===== src/rtl/reg_alu_sequencer.sv =====
// Instruction sequencer for the reg_file_alu datapath: accepts one packed instruction,
// drives the datapath control through issue/write cycles and returns the ALU result.
module reg_alu_sequencer #(
   parameter int DATA_W  = 8,
   parameter int ADDR_W  = 4,
   parameter int COUNT_W = 16
) (
   input  logic               clk,
   input  logic               reset,
   input  logic               instr_valid,
   output logic               instr_ready,
   input  logic [23:0]        instr_data,
   output logic [ADDR_W-1:0]  RA1,
   output logic [ADDR_W-1:0]  RA2,
   output logic [ADDR_W-1:0]  WA,
   output logic [DATA_W-1:0]  external_data_in,
   output logic               RegWrite,
   output logic               ALUSrc,
   output logic [1:0]         ALUControl,
   input  logic [DATA_W-1:0]  ALUResult,
   output logic               result_valid,
   input  logic               result_ready,
   output logic [DATA_W-1:0]  result_data,
   output logic [COUNT_W-1:0] instr_count
);

   // Handshakes: a transfer happens on a rising edge where valid and ready are both high;
   // the producer holds its data stable while valid is high and ready is low.
   typedef enum logic [1:0] {IDLE, ISSUE, WRITE, RESP} state_t;

   state_t              state_q, state_d;
   logic [ADDR_W-1:0]   ra1_q, ra1_d, ra2_q, ra2_d, wa_q, wa_d;
   logic [DATA_W-1:0]   imm_q, imm_d;
   logic                src_q, src_d, we_q, we_d;
   logic [1:0]          op_q, op_d;
   logic [DATA_W-1:0]   result_q, result_d;
   logic [COUNT_W-1:0]  count_q, count_d;

   always_comb begin
      state_d  = state_q;
      ra1_d    = ra1_q;
      ra2_d    = ra2_q;
      wa_d     = wa_q;
      imm_d    = imm_q;
      src_d    = src_q;
      we_d     = we_q;
      op_d     = op_q;
      result_d = result_q;
      count_d  = count_q;
      case (state_q)
         IDLE: begin
            if (instr_valid) begin
               op_d    = instr_data[23:22];
               src_d   = instr_data[21];
               we_d    = instr_data[20];
               wa_d    = ADDR_W'(instr_data[19:16]);
               ra1_d   = ADDR_W'(instr_data[15:12]);
               ra2_d   = ADDR_W'(instr_data[11:8]);
               imm_d   = DATA_W'(instr_data[7:0]);
               state_d = ISSUE;
            end
         end
         ISSUE: state_d = WRITE;
         WRITE: begin
            // ALUResult still reflects the pre-write register contents in this cycle.
            result_d = ALUResult;
            count_d  = count_q + COUNT_W'(1);
            state_d  = RESP;
         end
         RESP: begin
            if (result_ready) state_d = IDLE;
         end
         default: state_d = IDLE;
      endcase
   end

   always_ff @(posedge clk) begin
      if (reset) begin
         state_q  <= IDLE;
         ra1_q    <= '0;
         ra2_q    <= '0;
         wa_q     <= '0;
         imm_q    <= '0;
         src_q    <= 1'b0;
         we_q     <= 1'b0;
         op_q     <= 2'b00;
         result_q <= '0;
         count_q  <= '0;
      end else begin
         state_q  <= state_d;
         ra1_q    <= ra1_d;
         ra2_q    <= ra2_d;
         wa_q     <= wa_d;
         imm_q    <= imm_d;
         src_q    <= src_d;
         we_q     <= we_d;
         op_q     <= op_d;
         result_q <= result_d;
         count_q  <= count_d;
      end
   end

   // Reset masks the strobe so an aborted instruction never writes the register file.
   assign RegWrite         = (state_q == WRITE) && we_q && !reset;
   assign instr_ready      = (state_q == IDLE);
   assign result_valid     = (state_q == RESP);
   assign RA1              = ra1_q;
   assign RA2              = ra2_q;
   assign WA               = wa_q;
   assign external_data_in = imm_q;
   assign ALUSrc           = src_q;
   assign ALUControl       = op_q;
   assign result_data      = result_q;
   assign instr_count      = count_q;

endmodule


===== config.mk =====
export PLATFORM = sky130hd
export DESIGN_NAME = reg_alu_sequencer
export DESIGN_NICKNAME = d
export VERILOG_FILES = /design/src/rtl/reg_alu_sequencer.sv
export SDC_FILE = /design/constraint.sdc
export NUM_CORES = 1
export LEC_CHECK = 0
export ABC_CLOCK_PERIOD_IN_PS = 2100
export CORE_ASPECT_RATIO = 0.5
export CORE_MARGIN = 4
export CORE_UTILIZATION = 42
export CTS_CLUSTER_DIAMETER = 200
export DETAILED_ROUTE_END_ITERATION = 16
export PLACE_DENSITY = 0.8
export SLEW_MARGIN = 0
export SYNTH_ARGS = -nofsm -noshare
export SYNTH_HDL_FRONTEND = slang
export SYNTH_SLANG_ARGS = --single-unit
export TNS_END_PERCENT = 5

===== constraint.sdc =====
create_clock -name clk -period 2.1 [get_ports clk]
set_input_delay 0.21 -clock clk [delete_from_list [all_inputs] [get_ports clk]]
set_output_delay 0.21 -clock clk [all_outputs]
set_load 0.03 [all_outputs]

# After elaboration in Yosys (flattened, before gate mapping)

Index checks and enable logic that the tools add are counted.

Bits of input ports: 36
Output and inout bits: 50
Logic and storage cells: 25
Flip-flop bits (word level): 50

$add $sub $neg: 1
Reductions and logical operators: 6
Mux-type cells: 3
Eq/ne operators: 5

Operators by type and width:

| operator                                                              | count |
|---|---|
| 16-bit by 1-bit adder with 16-bit output, second input constant       | 1 |
| 2-bit case mux with 4 select lines                                    | 1 |
| 2-bit equality test, second input constant                            | 2 |
| 2-bit 2-to-1 mux                                                      | 2 |
| 2-bit AND reduction                                                   | 2 |
| 2-bit by 1-bit equality test with 1-bit output, second input constant | 1 |
| 1-bit logical AND                                                     | 2 |
| 2-bit logical NOT                                                     | 1 |
| 2-bit by 1-bit != test with 1-bit output, second input constant       | 1 |
| 2-bit != test, second input constant                                  | 1 |
| 1-bit logical NOT                                                     | 1 |

# Depth between registers and ports, before layout

Gate-level depths: netlist (run 1).

Word-level depth: 3
Gate-level depth with buffers: 7
Mapped depth without buffers: 6

# Worst setup path before layout (run 1)

No wires, ideal clock.

Path kind: reg2reg
Start: register count_q[0] (netlist: instr_count[0])
End: register count_q[12] (netlist: instr_count[12])
Cell stages (with the launch flop): 6
Setup slack: 0.271 ns
Period minus slack after synthesis: 1.829 ns
Setup time: 0.114 ns
Data required time: 1.986 ns
Buffers on the path: 0
Arrival time: 1.715 ns
Cells stage by stage: dfxtp_1 ha_1 inv_1 or4_1 xnor2_1 and2b_1

Cells in the longest elaborated chain, start to end: 1

RTL lines:

| item                                     | RTL line | RTL |
|---|---|---|
| from (decl)                              | 37       | `logic [COUNT_W-1:0] count_q, count_d;` |
| from (signal assigned)                   | 99       | `count_q <= count_d;` |
| 16-bit by 1-bit adder with 16-bit output | 67       | `count_d = count_q + COUNT_W'(1);` |

Every way passes these cells.
A chain may end at the register's enable or synchronous reset.

# Worst setup path after layout (run 1)

Start: register state_q[0]
End: output port instr_ready

Cells in the longest elaborated chain, start to end: 1

RTL lines:

| item                   | RTL line | RTL |
|---|---|---|
| from (decl)            | 31       | `state_t state_q, state_d;` |
| from (signal assigned) | 90       | `state_q <= state_d;` |
| 2-bit logical NOT      | 105      | `assign instr_ready = (state_q == IDLE);` |
| to (decl)              | 11       | `output logic instr_ready,` |

Every way passes these cells.

==> flow_summary_export.csv, run 1 <==
group,metric,value,unit
synthesis,ys_seq_area_share,50.44,%
worst_setup_path,rr_endpoint,"instr_count[12]",
cts,clk_path_buf_depth,2,
synthesis,synth_top_cell_by_area,"dfxtp_1",
power,p_leak,1.117,nW
synthesis,synthTopCellsByArea,"dfxtp_1 (50%), nand2_1 (10%), a21oi_1 (6.6%)",
synthesis,async_flop_share,0,%
sta,hold_viol_final,0,
cts,insertion_delay,0.30,ns
die,start_util,44.22,%
sta,whs,0.3859,ns
routing,wl_per_cell,13.14,um
synthesis,yosysMostFrequentCell,"nand2_1",
job,drv_cap,0,
layout,layout.nets,358,
layout,fillers,357,
sta,finClkSkew,0.01106,ns
routing,dr.pass1.iters,4,
placement,place_hpwl,3733,um
synthesis,synth_fp_nets,274,
worst_setup_path,arrival,1.71,ns
routing,wirelength,5047,um
sta,relSlewSlack,62.95,%
routing,drc,0,
synthesis,syn_area,1984,um^2
layout,drive_gt1_share,6.289,%
sta,fin_crit_sh,91.19,%
global_route,grt_pass1_vias,1757,
worst_setup_path,r2r_start,"state_q[0]",
cts,path_clk_slew,0.09,ns
hold_path,worstHoldEndpoint,"result_data[1]",
sta,rsz0062_at_grt,"no",
worst_setup_path,crit_path_cell_trace,"inv_1, ha_1, clkdlybuf4s50_1",
synthesis,synth_edf_count,0,
global_route,grt.total_usage,16.83,%
layout,n_antenna_cell,0,
hold_path,min_path_cells,2,
placement,place_inst,376,
power,max-vdd-ir-drop,487.8,uV
worst_setup_path,regToRegSetupSlack,0.39,ns
die,die_h,56.61,um
routing,drt_iter0_drc,25,
routing,vias,1829,
worst_setup_path,required,1.89,ns
synthesis,ys_warn_count,0,
cts,postCtsHoldBufs,0,
layout,finalNonFillerCells,384,
status,outcome,"completed",
worst_setup_path,slowest_stage,"clkdlybuf4s50_1",
cts,cts_resized,0,
synthesis,synthCells,233,
global_route,grt_max_degree,33,
sta,fin_setup_tns,0,ns
sta,max_freq,0.5222,GHz
placement,port-buffer-count,85,
die,dieArea,5955,um^2
die,rows,17,
global_route,antenna_found_initial,0,
synthesis,post-synth-top-area-fraction,50.44,%
synthesis,synth_area_per_cell,8.517,um^2
cts,clockRootBuffer,"clkbuf_8",
global_route,grt_first_pass_wirelength,8266,um
cts,cts_tree,"done",
global_route,grt.overflow.total,0,
sta,setup_viol,0,
power,power.density,966.7,nW/um^2
layout,syn2layout_area_growth,51.45,%
cts,htreeDepth,2,
synthesis,synth_ff_type,"dfxtp_1",
worst_setup_path,crit_family,"buffers and inverters",
placement,gp_congestion,0.7697,
worst_setup_path,cp_max_fo,4,
die,die_w,105.2,um
worst_setup_path,cpPeakStageDelay,0.70,ns
worst_setup_path,cp-startpoint,"state_q[0]",
worst_setup_path,cp_num_buf_inv,2,
worst_setup_path,worst-setup-path-type,"flop to output port",
hold_path,min_path_type,"primary input to flop",
cts,cts_made_buffers,5,
hold_path,hp-start,"reset",
cts,clock_sinks,50,
worst_setup_path,start_kind,"flop",
sta,final.min_clock_period,1.915,ns
worst_setup_path,rr_worst_depth,6,
synthesis,yosysUniqueCellTypes,30,
die,io_pins,86,
worst_setup_path,cp-end-kind,"output port",
synthesis,yosys-top-cells-count,"nand2_1 (55), dfxtp_1 (50), a21oi_1 (26)",
sta,max_slew.worst_pin.slew,0.5558,ns
cts,cts_setup_buffers,0,
die,core,4488,um^2
routing,ant_nets,0,
routing,routed_via_density,4.763,
synthesis,yosys_register_bits,50,
sta,slew_violations,0,
through the flow:
step / cell area (um^2) / setup WS [ns] / power (W) / util [%]
after floorplan: 1984 / 0.2709 / 0.001842 / -
after global placement: 2897 / 0.4768 / 0.002228 / 64.54
after detailed placement: 2897 / 0.4225 / 0.002268 / 64.54
after CTS: 3005 / 0.1838 / 0.002932 / 66.96
after global routing: 3005 / 0.1067 / 0.003062 / 66.96
final: 3005 / 0.1850 / 0.002905 / 66.96
area by class of cell:
class                      count  area (um^2)  share of cell area (%)
clock inverter                 3        40.04                   1.332
sequential                    50         1001                   33.31
timing repair buffer          90        880.8                   29.31
inverter                       5        18.77                  0.6245
clock buffer                   5        68.82                   2.290
tap                           66        82.58                   2.748
multi-input combinational    165        913.4                   30.39
state kept, by name (all words and copies together) (netlist names):
| register | flops |
|---|---|
| external_data_in | 8 |
| ALUSrc | 1 |
| RA1 | 4 |
| we_q | 1 |
| instr_count | 16 |
| WA | 4 |
| ALUControl | 2 |
| RA2 | 4 |
| result_data | 8 |
| state_q | 2 |
report_power, final:
group | switching [W] | internal [W] | leakage, nW
logic | 0.000638 | 0.000453 | 0.652
registers | 0.0000747 | 0.00108 | 0.407
clock network | 0.000310 | 0.000351 | 0.0579
worst register-to-register path: cells and delay by family (launching register included):
kind | cells | cell delay (ns)
xor+xnor | 1 | 0.13
fa+ha+maj | 1 | 0.20
buf+inv | 1 | 0.13
flops | 1 | 0.33
simple gates | 3 | 0.82
cells in the final DEF, fill, tap and decap left out, types with 2 or more instances in the layout:
cell / netlist / final
nor2_1: 25 / 25
nor2b_1: 3 / 3
mux2_2: 3 / 3
clkbuf_8: 0 / 5
and4_1: 2 / 2
clkdlybuf4s50_1: 0 / 83
mux2i_1: 10 / 10
nand4_1: 5 / 5
nor3_1: 4 / 4
clkinv_2: 0 / 2
dfxtp_1: 50 / 50
xnor2_1: 4 / 4
inv_1: 5 / 5
ha_1: 5 / 5
buf_4: 0 / 6
nand3_1: 5 / 5
nand2_1: 55 / 55
a21oi_1: 26 / 26
xor2_1: 6 / 6
how the worst max path moves through the flow:
stage	slack (ns)	depth (start not counted)	end
floorplan	0.27	5	instr_count[12]
global placement	0.48	6	instr_count[12]
detailed placement	0.42	6	instr_count[12]
CTS	0.18	3	instr_ready
global route	0.11	3	instr_ready
finish	0.18	3	instr_ready
metal layers:
metal / global-route usage (%) / vias up / share of wire, %
li1: - / 930 / -
met4: 3.925 / 0 / 0.87
met1: 18.75 / 864 / 41
met3: 4.363 / 4 / 3.7
met2: 32.16 / 31 / 54
met5: 0 / - / 0
cell families (layout without fill, tap and decap cells):
kind of cell	after synthesis	count (layout)	share of synthesized area, %
AO/OA/AOI/OAI	30	30	7.944
XOR/XNOR	10	10	4.413
adder cells (fa/ha/maj)	5	5	3.153
buffers and inverters	18	103	3.531
flip-flops	50	50	50.44
multiplexers	13	13	6.747
AND/OR/NAND/NOR	107	107	23.77
Note: power is estimated with default switching activity, not from simulation.
==> inputs of run 2 (changes only) <==
--- a/config.mk
+++ b/config.mk
@@ -12,6 +12,7 @@
 export CTS_CLUSTER_DIAMETER = 200
 export DETAILED_ROUTE_END_ITERATION = 16
 export PLACE_DENSITY = 0.8
+export SETUP_SLACK_MARGIN = 0.02
 export SLEW_MARGIN = 0
 export SYNTH_ARGS = -nofsm -noshare
 export SYNTH_HDL_FRONTEND = slang
==> results of run 2 <==
No change in the layout: final DEF, timing and power equal those of run 1.
